===== src/rtl/mips_cache_pkg.sv =====
// Shared types and constants for the MIPS instruction-cache refill path.
package mips_cache_pkg;

  typedef enum logic [2:0] {
    StIdle,
    StRead,
    StCapture,
    StDeliver,
    StSettle
  } fill_state_t;

  localparam logic [31:0] WORD_ALIGN_MASK = 32'hFFFF_FFFC;
  localparam logic [3:0]  BYTEEN_WORD     = 4'b1111;

endpackage


===== src/rtl/mips_cache_instr_fill.sv =====
// Single-word refill engine between the instruction cache and an Avalon-style read bus.
// Optional MIPS_ICACHE_FILL_STATS_EN adds fill_count / wait_count statistics outputs.
module mips_cache_instr_fill
  import mips_cache_pkg::*;
#(
  parameter int unsigned ADDR_W = 32,
  parameter int unsigned DATA_W = 32
) (
  input  logic              clk,
  input  logic              rst,
  input  logic [ADDR_W-1:0] addr,
  input  logic              stall,
  output logic [DATA_W-1:0] data_in,
  output logic              data_valid,
  output logic [ADDR_W-1:0] mem_address,
  output logic              mem_read,
  output logic [3:0]        mem_byteenable,
  input  logic              mem_waitrequest,
`ifdef MIPS_ICACHE_FILL_STATS_EN
  output logic [31:0]       fill_count,
  output logic [31:0]       wait_count,
`endif
  input  logic [DATA_W-1:0] mem_readdata
);

  fill_state_t       state_q, state_d;
  logic [ADDR_W-1:0] req_addr_q, req_addr_d;
  logic              mem_read_q, mem_read_d;
  logic [DATA_W-1:0] data_in_q, data_in_d;
  logic              data_valid_q, data_valid_d;

`ifdef MIPS_ICACHE_FILL_STATS_EN
  logic [31:0] fill_count_q, fill_count_d;
  logic [31:0] wait_count_q, wait_count_d;
`endif

  always_comb begin
    state_d      = state_q;
    req_addr_d   = req_addr_q;
    mem_read_d   = mem_read_q;
    data_in_d    = data_in_q;
    data_valid_d = 1'b0;
    unique case (state_q)
      StIdle: begin
        if (stall) begin
          req_addr_d = addr & ADDR_W'(WORD_ALIGN_MASK);
          mem_read_d = 1'b1;
          state_d    = StRead;
        end
      end
      StRead: begin
        // Once issued the read is never withdrawn, even if the fetch moves on.
        if (!mem_waitrequest) begin
          mem_read_d = 1'b0;
          state_d    = StCapture;
        end
      end
      StCapture: begin
        if (stall && (addr[ADDR_W-1:2] == req_addr_q[ADDR_W-1:2])) begin
          data_in_d    = mem_readdata;
          data_valid_d = 1'b1;
          state_d      = StDeliver;
        end else begin
          state_d = StSettle;
        end
      end
      StDeliver: state_d = StSettle;
      StSettle:  state_d = StIdle;
      default:   state_d = StIdle;
    endcase
  end

`ifdef MIPS_ICACHE_FILL_STATS_EN
  always_comb begin
    fill_count_d = fill_count_q;
    wait_count_d = wait_count_q;
    if (data_valid_d) fill_count_d = fill_count_q + 32'd1;
    if ((state_q == StRead) && mem_waitrequest) wait_count_d = wait_count_q + 32'd1;
  end
`endif

  always_ff @(posedge clk) begin
    if (rst) begin
      state_q      <= StIdle;
      req_addr_q   <= '0;
      mem_read_q   <= 1'b0;
      data_in_q    <= '0;
      data_valid_q <= 1'b0;
`ifdef MIPS_ICACHE_FILL_STATS_EN
      fill_count_q <= '0;
      wait_count_q <= '0;
`endif
    end else begin
      state_q      <= state_d;
      req_addr_q   <= req_addr_d;
      mem_read_q   <= mem_read_d;
      data_in_q    <= data_in_d;
      data_valid_q <= data_valid_d;
`ifdef MIPS_ICACHE_FILL_STATS_EN
      fill_count_q <= fill_count_d;
      wait_count_q <= wait_count_d;
`endif
    end
  end

  assign data_in        = data_in_q;
  assign data_valid     = data_valid_q;
  assign mem_address    = req_addr_q;
  assign mem_read       = mem_read_q;
  assign mem_byteenable = mem_read_q ? BYTEEN_WORD : 4'b0000;

`ifdef MIPS_ICACHE_FILL_STATS_EN
  assign fill_count = fill_count_q;
  assign wait_count = wait_count_q;
`endif

endmodule

===== config.mk =====
export PLATFORM = sky130hd
export DESIGN_NAME = mips_cache_instr_fill
export DESIGN_NICKNAME = d
export VERILOG_FILES = /design/src/rtl/mips_cache_pkg.sv /design/src/rtl/mips_cache_instr_fill.sv
export SDC_FILE = /design/constraint.sdc
export NUM_CORES = 1
export LEC_CHECK = 0
export BUFFER_PORTS_ARGS = -buffer_cell sky130_fd_sc_hd__buf_2
export CAP_MARGIN = 20
export CORE_MARGIN = 4
export CORE_UTILIZATION = 44
export CTS_BUF_LIST = sky130_fd_sc_hd__clkbuf_2 sky130_fd_sc_hd__clkbuf_4 sky130_fd_sc_hd__clkbuf_8
export DETAILED_ROUTE_END_ITERATION = 7
export HOLD_SLACK_MARGIN = 0.12
export PLACE_DENSITY = 0.89
export REMOVE_ABC_BUFFERS = 1
export SKIP_LAST_GASP = 1
export SLEW_MARGIN = 10
export SYNTH_ARGS = -nofsm -noshare
export SYNTH_HDL_FRONTEND = slang
export SYNTH_SLANG_ARGS = --single-unit

===== constraint.sdc =====
create_clock -name clk -period 1.65 [get_ports clk]
set_clock_uncertainty 0.15 [all_clocks]
set_input_delay 0.33 -clock clk [delete_from_list [all_inputs] [get_ports clk]]
set_output_delay 0.33 -clock clk [all_outputs]
set_load 0.05 [all_outputs]

==> results of run 1 <==
[sequential cells by signal, indices dropped and copies added, names as in the netlist]
register / flops
data_in: 32
mem_address: 30
state_q: 3
data_valid: 1
mem_read: 1
[where the power goes]
part / internal [mW] / total [mW] / switching [mW]
logic: 0.371 / 0.914 / 0.543
clock network: 0.605 / 1.21 / 0.608
registers: 1.67 / 1.71 / 0.0418
[worst max-delay path, cell delays in order (launching register included)]
cell and delay [ns]:
dfxtp_2 0.34, xor2_2 0.18, nor4_2 0.25, buf_4 0.16, nand4_2 0.12, buf_12 0.22, o31ai_1 0.29, a21oi_1 0.11
[through the flow]
step | instances | TNS [ns] | setup slack [ns] | instance area (um^2) | power, mW
after detailed placement | 591 | -12.40 | -0.396 | 4100 | 2.50
after floorplan | 319 | -70.54 | -1.21 | 2880 | 2.16
after global routing | 674 | -10.47 | -0.371 | 5160 | 3.99
after CTS | 673 | -8.03 | -0.259 | 4960 | 3.83
final | 674 | -7.89 | -0.304 | 5160 | 3.84
after global placement | 591 | -11.36 | -0.349 | 4100 | 2.48
[synthesized netlist by cell type]
cell type / instances
and4_1: 2
nor4_2: 7
o21ai_0: 1
nor3_1: 3
nor2b_1: 2
buf_1: 1
a21boi_1: 1
o31ai_1: 22
buf_2: 8
buf_6: 3
nand2b_1: 2
xor2_1: 30
nand2_1: 62
clkbuf_1: 18
o31ai_2: 10
or3_1: 1
nand3_1: 1
nand4_1: 33
or3b_2: 1
conb_1: 1
dfxtp_1: 67
and2_1: 1
a21oi_1: 66
nand4_2: 1
nor2_1: 4
buf_4: 10
[cell type report]
type	instances	area (um^2)	share of cell area, %
clock inverters	3	15.0	0.291
clock buffers	12	153	2.96
multi-input cells	252	1740	33.7
repair buffers	244	1780	34.6
flip-flops and latches	67	1350	26.1
well taps	96	120	2.33
[logic make-up after synthesis]
family | count (synthesis)
compound gates | 100
xor+xnor | 30
buf+inv | 40
flops | 67
other cells | 1
simple gates | 120
[layer usage]
metal  routed length (um)  share of wire (%)  vias up
met5                    0                  0        -
met4                  327                2.8        0
met3                  855                7.4       35
met2                 5990                 52      186
met1                 4340                 38     1738
li1                     -                  -     1701
[how the worst max path moves through the flow]
stage          slack, ns           to
2_1_floorplan      -1.21   data_in[0]
3_3_place_gp       -0.35   data_in[3]
3_5_place_dp       -0.40   state_q[0]
4_1_cts            -0.26  data_in[23]
5_1_grt            -0.37   data_in[5]
6_report           -0.30   data_in[5]
[timing repair]
item,CTS,global route
pin swaps,1,12
setup endpoints to repair,36,36
gates resized for setup,4,38
hold endpoints to repair,61,0
hold buffers,61,0
cloned,2,2
setup buffers,4,1
==> out/results.tsv, run 1 <==
stage	metric	value	unit
timing	Slew Viols, Final	0	
grt	grt peak-use layer	met2	
outcome	status	finished with violations	
final_layout	most frequent cells in the layout	buf_2 (133), dfxtp_1 (64), a21oi_1 (63), nand2_1 (62), dlygate4sd3_1 (61)	
cts	number of CTS-inserted buffers	9	
min_path	worst min path class	primary input to flip-flop	
critical_path	WS Path Type	flip-flop to flip-flop	
pwr	Max IR drop VDD	545	uV
timing	worst setup margin	-0.304	ns
logic_synthesis	Cell variety after synth	26	
logic_synthesis	synthesized-area fraction occupied by adder cells	0	%
final_layout	NumNets Final	642	
cts	CTS tree	yes	
timing	Worst Max-Slew Pin Slew	0.573	ns
floorplan	die width	91.9	um
logic_synthesis	flops & latches, synth	67	
logic_synthesis	Synth Area in XOR/XNOR	8.48	%
drt	post-route ant nets	0	
logic_synthesis	largest family of logic cells by synthesized area	simple AND/OR/NAND/NOR gates	
final_layout	post-layout util	75.5	%
timing	RSZ-0062 raised after global routing	true	
grt	GR Util met1	27.5	%
grt	grt met3 use	5.66	%
drt	drt first pass iters	4	
run	Max-Cap Viols	0	
cts	Reg clk slew, reported paths	0.07	ns
final_layout	ratio of cells with drive above 1 in the final layout	42.9	%
logic_synthesis	Post-Syn Instances	358	
critical_path	reg2reg setup slack	-0.30	ns
logic_synthesis	Synth Area in Compound Gates	20.4	%
floorplan	Placeable Area	0.00683	mm^2
critical_path	capturing point of the worst reg2reg path	data_in[5]	
floorplan	initial core utilization	45.4	%
floorplan	IO Count	138	
cts	clk root buf	clkbuf_8	
critical_path	Critical Path End Type	flip-flop	
logic_synthesis	largest cells by area after synthesis	dfxtp_1 (43%), a21oi_1 (11%), xor2_1 (8.5%)	
grt	grt total ovfl	0	
cts	worst skew pair latency	0.34	ns
drt	Routed WL	11.5	mm
min_path	hold path startpoint	mem_readdata[24]	
drt	number of vias per cell	5.43	
grt	initial antenna violation count	0	
critical_path	CP Launch Type	flip-flop	
min_path	Worst Hold End	data_in[24]	
critical_path	Reg2Reg Depth	7	
place	Port Buffers	133	
critical_path	Worst Path Required	1.71	ns
timing	# setup viols final	36	
logic_synthesis	top cell type's share of synthesized area	43.3	%
logic_synthesis	post-synthesis mux area share	0	%
timing	max_slew headroom	61.8	%
final_layout	most common cell after layout, fill and taps aside	buf_2	
critical_path	crit path launch	mem_address[21]	
final_layout	n_diodes	0	
critical_path	arrival time worst endpoint	2.02	ns
logic_synthesis	sequential fraction of the synthesis area	43.3	%
timing	Hold Fails Final Rpt	0	
grt	first-pass GRT wire length	17.2	mm
drt	routed len/inst	17.1	um
timing	Final Cycle Share	118	%
cts	Max Root-Sink Buffers	2	
drt	vias after detailed routing	3660	
grt	largest net degree at the start of global routing	42	
logic_synthesis	Syn Std Cell Area	0.00310	mm^2
final_layout	Fillers	462	
logic_synthesis	Yosys warnings	0	
place	Detail Placement HPWL	6.25	mm
timing	Fin Hold WS	0.141	ns
logic_synthesis	simple-gate share of the synthesized area	20.6	%
grt	total track usage	24.9	%
logic_synthesis	Synth Area per Inst	8.66	um^2
pwr	power density over the cells	745	mW/mm^2
timing	Min Clock Period, post-route	1.95	ns
final_layout	area grow syn2layout	66.4	%
place	routability cong.	0.745	
floorplan	Die Y	91.9	um
outcome	failing checks	negative setup slack	
critical_path	FF-to-FF Start	mem_address[21]	
floorplan	row count	30	
drt	drt drc	0	
drt	initial DRC count	166	
grt	met2 Track Usage GR	45.0	%
grt	number of global-route vias before repair	3718	
logic_synthesis	post-synth top area cell	dfxtp_1	
floorplan	Die ar.	0.00845	mm^2
min_path	hold path cells	3	
timing	fmax	512	MHz
pwr	P_leak	2.28	nW
cts	clk sinks	67	
cts	H-tree depth	3	
critical_path	Crit Path Max Fanout	33	
Note: power is estimated with default switching activity, not from simulation.
==> run 2: changes to the inputs <==
- CORE_ASPECT_RATIO: not set -> 0.75
- SETUP_SLACK_MARGIN: not set -> 0.4
==> run 2 against run 1 <==
Synthesized area is the same. Synthesized cell count is the same. The flow now stops in global routing.
==> out/results.tsv, run 2 <==
stage	metric	value	unit	change
cts	clk root buf	clkbuf_8		
logic_synthesis	top cell type's share of synthesized area	43.3	%	unchanged
outcome	failing step	global routing		
logic_synthesis	Post-Syn Instances	358		unchanged
place	DP Cell Count	574		-2.9%
place	dpl cell area	0.00405	mm^2	-1.3%
timing	worst endpoint type	register input		
floorplan	row count	26		-13%
logic_synthesis	largest cells by area after synthesis	dfxtp_1 (43%), a21oi_1 (11%), xor2_1 (8.5%)		
cts	number of CTS-inserted buffers	9		unchanged
logic_synthesis	sequential fraction of the synthesis area	43.3	%	unchanged
outcome	Error	[ERROR DPL-0038] Utilization greater than 100%, impossible to legalize		
cts	Max Root-Sink Buffers	2		unchanged
grt	largest net degree at the start of global routing	35		
logic_synthesis	Post-synth ARST share	0	%	unchanged
floorplan	initial core utilization	45.4	%	unchanged
logic_synthesis	most common cell in the netlist	dfxtp_1		
floorplan	IO Count	138		unchanged
logic_synthesis	Yosys warnings	0		unchanged
floorplan	die width	105	um	+14%
logic_synthesis	Synth Area per Inst	8.66	um^2	unchanged
place	routability cong.	0.786		+5.5%
floorplan	Die Y	80.7	um	-12%
outcome	status	stopped before the end		
cts	clk sinks	67		unchanged
timing	Crit. endpoint post-GRT repair	data_in[23]$_SDFFE_PP0P_/D		
logic_synthesis	flops & latches, synth	67		unchanged
place	Post-Place Setup Slack	-0.393	ns	+0.00308 ns
place	Detail Placement HPWL	6.19	mm	-0.87%
logic_synthesis	Syn Std Cell Area	0.00310	mm^2	unchanged
place	Port Buffers	133		unchanged
logic_synthesis	number of synthesized flops with an enable pin	0		unchanged
logic_synthesis	list of most frequent post-synthesis cells	dfxtp_1 (67), a21oi_1 (66), nand2_1 (62), nand4_1 (33), xor2_1 (30)		
logic_synthesis	Cell variety after synth	26		unchanged
logic_synthesis	post-synth top area cell	dfxtp_1		
cts	H-tree depth	3		unchanged
logic_synthesis	main flop type after synthesis	dfxtp_1		
## run 2: cell counts after synthesis
No cell type changed its count.
## run 2: repair_timing
action | in CTS
hold buffers | 60
setup buffers | 18
hold endpoints to repair | 60
cloned | 5
resized for setup | 261
pin swaps | 8
setup endpoints to repair | 134
## run 2: cell families after synthesis
group | share of synthesized area, %
AOI/OAI and AO/OA | 20.4
other | 0.121
buffers and inverters | 7.11
and+or+nand+nor | 20.6
xor gates and xnor gates | 8.48
DFF | 43.3
## run 2: per-stage QoR
step	TNS, ns	utilization, %
detailed placement	-12.26	59.2
floorplan	-70.54	-
global placement	-10.53	59.2
CTS	-7.46	86.2
==> run 3: changes to the inputs <==
- CORE_ASPECT_RATIO: 0.75 -> not set
- CORE_UTILIZATION: 44 -> 40
- CTS_BUF_LIST: sky130_fd_sc_hd__clkbuf_2 sky130_fd_sc_hd__clkbuf_4 sky130_fd_sc_hd__clkbuf_8 -> not set
- HOLD_SLACK_MARGIN: 0.12 -> not set
- PLACE_DENSITY: 0.89 -> not set
- PLACE_DENSITY_LB_ADDON: not set -> 0.15
- SETUP_SLACK_MARGIN: 0.4 -> not set
- clock period: 1.65 -> 2.1 ns (I/O delays scaled with it)
==> run 3 against run 2 <==
The flow now finishes without violations.
==> out/results.tsv, run 3 (same netlist as run 1, synthesis figures left out) <==
stage	metric	value	unit	change
outcome	status	complete, no violations		
critical_path	Crit Path Max Fanout	34		
cts	worst skew pair latency	0.34	ns	
cts	clk root buf	clkbuf_8		
timing	RSZ-0062 raised after global routing	false		
critical_path	WS Path Type	flip-flop to flip-flop		
final_layout	Seq. cell area	0.00134	mm^2	
final_layout	most common cell after layout, fill and taps aside	buf_2		
timing	Slew Viols, Final	0		
min_path	hold path cells	3		
place	Post-Place Setup Slack	-0.0166	ns	+0.376 ns
drt	post-route ant nets	0		
drt	routed len/inst	14.2	um	
final_layout	Non-Filler Instances	579		
drt	drt first pass iters	4		
place	Port Buffers	133		unchanged
final_layout	Fillers	720		
drt	initial DRC count	72		
grt	largest net degree at the start of global routing	36		
cts	post-CTS sizing	0		-100%
critical_path	FF-to-FF Start	mem_address[2]		
grt	first-pass GRT wire length	13.0	mm	
floorplan	Die ar.	0.00922	mm^2	
pwr	Max IR drop VDD	448	uV	
final_layout	most frequent cells in the layout	buf_2 (133), dfxtp_1 (67), a21oi_1 (66), nand2_1 (62), nand4_1 (33)		
grt	number of global-route vias before repair	2804		
min_path	hold path startpoint	addr[26]		
place	DP Cell Count	563		-1.9%
cts	H-tree depth	3		unchanged
cts	Post-CTS Setup Bufs	0		-18
timing	Hold Fails Final Rpt	0		
final_layout	ratio of cells with drive above 1 in the final layout	37.5	%	
critical_path	Worst Path Required	2.21	ns	
floorplan	row count	31		+19%
critical_path	CP bufs+invs	1		
cts	Max Root-Sink Buffers	2		unchanged
run	Max-Cap Viols	0		
place	routability cong.	0.750		-4.6%
cts	Post-CTS Hold Buffers	0		-100%
critical_path	arrival time worst endpoint	2.02	ns	
cts	Reg clk slew, reported paths	0.07	ns	
drt	number of vias per cell	5.20		
final_layout	area grow syn2layout	31.5	%	
floorplan	die width	96.0	um	-8.5%
timing	# setup viols final	0		
critical_path	CP Cell Sequence	xor2_1, nor4_2, and4_1, buf_12, nand3_1, a21oi_1		
floorplan	Placeable Area	0.00741	mm^2	
grt	total track usage	17.9	%	
grt	GR Util met1	21.1	%	
floorplan	Die Y	96.0	um	+19%
cts	CTS tree	yes		
critical_path	capturing point of the worst reg2reg path	state_q[0]		
grt	met2 Track Usage GR	29.7	%	
critical_path	Critical Path End Type	flip-flop		
cts	clk sinks	67		unchanged
final_layout	Largest register FFs	32		
grt	grt peak-use layer	met2		
critical_path	Critical Path Max Stage Delay	0.39	ns	
min_path	Worst Hold End	mem_address[26]		
pwr	power density over the cells	746	mW/mm^2	
min_path	worst min path class	primary input to flip-flop		
critical_path	Reg2Reg Depth	6		
timing	worst setup margin	0.186	ns	
floorplan	initial core utilization	41.8	%	-3.5 points
critical_path	reg2reg setup slack	0.19	ns	
final_layout	NumNets Final	543		
grt	initial antenna violation count	0		
drt	vias after detailed routing	3013		
grt	grt met3 use	7.97	%	
final_layout	area of the multi-input gates	0.00155	mm^2	
place	Detail Placement HPWL	5.68	mm	-8.3%
floorplan	IO Count	138		unchanged
pwr	P_leak	1.80	nW	
timing	Min Clock Period, post-route	1.91	ns	
pwr	total power	3.04	mW	
drt	Routed WL	8.23	mm	
timing	fmax	523	MHz	
final_layout	n_diodes	0		
critical_path	Critical Path Slowest Stage Cell	nor4_2		
cts	number of CTS-inserted buffers	9		unchanged
drt	drt drc	0		
critical_path	CP Launch Type	flip-flop		
timing	Fin Hold WS	0.176	ns	
timing	Final Cycle Share	91.1	%	
critical_path	Top delay family on crit path	simple AND/OR/NAND/NOR gates		
critical_path	crit path launch	mem_address[2]		
grt	grt total ovfl	0		
## run 3: worst max path at each step
| stage | endpoint | cells after the start |
|---|---|---|
| after CTS | state_q[0] | 6 |
| after global placement | data_in[2] | 7 |
| final | state_q[0] | 6 |
| after floorplan | data_in[0] | 5 |
| after detailed placement | data_in[10] | 7 |
| after global routing | data_in[2] | 6 |
## run 3: tightest hold or removal path, delay by kind of cell
kind	cells	cell delay, ns
buffers and inverters	1	0.11
AO/OA/AOI/OAI	1	0.05
AND/OR/NAND/NOR	1	0.05
## run 3: through the flow
stage | utilization [%] | cell area [um^2] | TNS, ns
final | 55.0 | 4080 | 0
after floorplan | - | 2880 | -39.06
after global routing | 55.0 | 4080 | 0
after CTS | 55.0 | 4080 | 0
after global placement | 52.1 | 3860 | 0
after detailed placement | 52.1 | 3860 | -0.0371
## run 3: power breakdown
| group | internal (mW) | total, mW | switching, mW | leakage [nW] |
|---|---|---|---|---|
| Sequential | 1.31 | 1.35 | 0.0381 | 0.545 |
| Combinational | 0.157 | 0.511 | 0.354 | 1.15 |
| Clock | 0.702 | 1.18 | 0.477 | 0.111 |
| Total | 2.17 | 3.04 | 0.870 | 1.80 |
## run 3: per-layer routing
| metal | routed length, um | vias up |
|---|---|---|
| li1 | - | 1512 |
| met1 | 3470 | 1388 |
| met2 | 3850 | 108 |
| met3 | 862 | 5 |
| met4 | 52 | 0 |
| met5 | 0 | - |
## run 3: layout make-up
type,count,area share (%)
clock inverter,4,1.81
sequential,67,32.9
clock buffer,12,3.56
multi-input combinational,252,38.0
tap,99,3.04
timing repair buffer,145,20.7
==> run 4: changes to the inputs <==
- REMOVE_ABC_BUFFERS: 1 -> not set
==> run 4 against run 3 <==
Power rose by 1.1%. Die area did not move. Worst setup slack got worse by 0.019 ns. Worst hold slack improved by 0.017 ns. Register-to-register slack got worse by 0.02 ns. Clock power barely moved. Via count fell by 0.60%. Sequential cell count did not move. First-iteration DRC count rose by 130%. Largest cell class unchanged.
==> out/results.tsv, run 4 (same netlist as run 1, synthesis figures left out) <==
stage	metric	value	unit	change
pwr	Combinational Power Share	16.9	%	about the same
min_path	worst min path class	primary input to flip-flop		
floorplan	row count	31		unchanged
timing	# setup viols final	0		unchanged
final_layout	most frequent cells in the layout	buf_2 (133), a21oi_1 (66), dfxtp_1 (66), nand2_1 (62), nand4_1 (33)		
grt	number of global-route vias before repair	3013		+7.5%
pwr	power share of the clock group	39.2	%	+0.4 points
pwr	Max IR drop VDD	427	uV	-4.7%
drt	number of vias per cell	5.18		-0.43%
timing	Hold Fails Final Rpt	0		unchanged
drt	met2 routed WL	4.18	mm	+8.6%
critical_path	CP bufs+invs	2		+1
critical_path	Crit Path Max Fanout	33		-2.9%
critical_path	Worst Path Required	2.15	ns	-0.06 ns
drt	met3 WL post-DR	828	um	-3.9%
pwr	Int Power	2.20	mW	+1.1%
place	dpl cell area	0.00383	mm^2	-0.81%
pwr	power density over the cells	757	mW/mm^2	+1.5%
critical_path	CP Cell Sequence	xor2_1, nor4_2, buf_4, nand4_2, buf_12, o31ai_1, a21oi_1		
final_layout	Non-Filler Instances	578		-0.17%
drt	routed len/inst	15.0	um	+5.3%
cts	worst skew pair latency	0.32	ns	-0.02 ns
cts	clk root buf	clkbuf_8		
grt	total track usage	18.5	%	+0.53 points
timing	final setup TNS	0	ns	unchanged
drt	post-route ant nets	0		unchanged
final_layout	Largest register FFs	32		unchanged
pwr	Sw Ratio	28.6	%	-0.038 points
drt	Routed WL	8.65	mm	+5.1%
final_layout	NumNets Final	542		-0.18%
grt	initial antenna violation count	0		unchanged
critical_path	arrival time worst endpoint	1.98	ns	-0.04 ns
floorplan	IO Count	138		unchanged
critical_path	CP Launch Type	flip-flop		
grt	largest net degree at the start of global routing	35		-2.8%
place	routability cong.	0.802		+6.9%
timing	Slew Viols, Final	0		unchanged
final_layout	n_diodes	0		unchanged
drt	vias after detailed routing	2995		-0.60%
pwr	sequential power share	44.0	%	-0.4 points
critical_path	WS Path Type	flip-flop to flip-flop		
final_layout	ratio of cells with drive above 1 in the final layout	38.0	%	+0.50 points
timing	RSZ-0062 raised after global routing	false		
cts	number of CTS-inserted buffers	9		unchanged
floorplan	Die Y	96.0	um	unchanged
final_layout	post-layout util	54.8	%	-0.20 points
timing	worst setup margin	0.168	ns	-0.0187 ns
place	DP Cell Count	562		-0.18%
floorplan	Placeable Area	0.00741	mm^2	unchanged
floorplan	die width	96.0	um	unchanged
cts	CTS tree	yes		
critical_path	reg2reg setup slack	0.17	ns	-0.02 ns
place	Post-Place Setup Slack	-0.0317	ns	-0.0151 ns
cts	Post-CTS Setup Bufs	0		unchanged
cts	Max Root-Sink Buffers	2		unchanged
grt	first-pass GRT wire length	13.5	mm	+3.8%
final_layout	fin area	0.00406	mm^2	-0.37%
timing	fmax	517	MHz	-0.97%
pwr	P_leak	1.80	nW	-0.18%
outcome	status	complete, no violations		
timing	Fin Hold WS	0.193	ns	+0.0173 ns
timing	Min Clock Period, post-route	1.93	ns	+0.0187 ns
pwr	Sw Pwr	878	uW	+0.95%
drt	met1 wire length	3.56	mm	+2.6%
critical_path	Critical Path End Type	flip-flop		
final_layout	area grow syn2layout	31.0	%	
run	Max-Cap Viols	0		unchanged
grt	grt total ovfl	0		unchanged
cts	Reg clk slew, reported paths	0.07	ns	about the same
floorplan	initial core utilization	41.8	%	unchanged
drt	initial DRC count	165		+130%
drt	drt first pass iters	4		unchanged
cts	clk sinks	67		unchanged
critical_path	Critical Path Slowest Stage Cell	dfxtp_1		
critical_path	Top delay family on crit path	simple AND/OR/NAND/NOR gates		
timing	Final Cycle Share	92.0	%	+0.89 points
place	Port Buffers	133		unchanged
final_layout	most common cell after layout, fill and taps aside	buf_2		
drt	drt drc	0		unchanged
critical_path	Critical Path Max Stage Delay	0.34	ns	-0.05 ns
floorplan	Die ar.	0.00922	mm^2	unchanged
pwr	total power	3.08	mW	+1.1%
cts	H-tree depth	3		unchanged
drt	top layer in use	met4		
place	Detail Placement HPWL	5.82	mm	+2.5%
[run 4: layout make-up]
type | instances | area (um^2)
fillers | 710 | 3350
repair buffers | 144 | 811
well taps | 99 | 124
clock inverters | 5 | 75.1
multi-input cells | 252 | 1560
clock buffers | 11 | 151
flip-flops and latches | 67 | 1340
[run 4: final timing paths]
check,endpoint,cells past startpoint,startpoint
worst min register to register,data_in[24],2,data_in[24]
worst max-delay path,data_in[4],7,mem_address[12]
worst max register to register,data_in[4],7,mem_address[12]
worst min-delay path,data_in[1],3,mem_readdata[1]
[run 4: power groups by stage]
stage | clock network [mW] | logic [mW] | registers, mW
2_1_floorplan | 0 | 0.221 | 1.52
3_3_place_gp | 0 | 0.515 | 1.38
3_5_place_dp | 0 | 0.519 | 1.38
4_1_cts | 1.24 | 0.521 | 1.35
5_1_grt | 1.28 | 0.561 | 1.36
6_report | 1.20 | 0.519 | 1.35
[run 4: routing by layer]
layer	vias up	track usage, %
met5	-	0
met4	0	5.69
met3	6	7.04
met2	112	31.5
met1	1377	21.3
li1	1500	-
[run 4: worst min-delay path: cells and delay by family]
| kind | cells | cell delay [ns] |
|---|---|---|
| buffers and inverters | 1 | 0.09 |
| AND/OR/NAND/NOR | 1 | 0.05 |
| AO/OA/AOI/OAI | 1 | 0.05 |
[run 4: repair_timing]
item | CTS | global route
resized for setup | 0 | 1
setup endpoints to repair | 0 | 9
hold buffers | 0 | 0
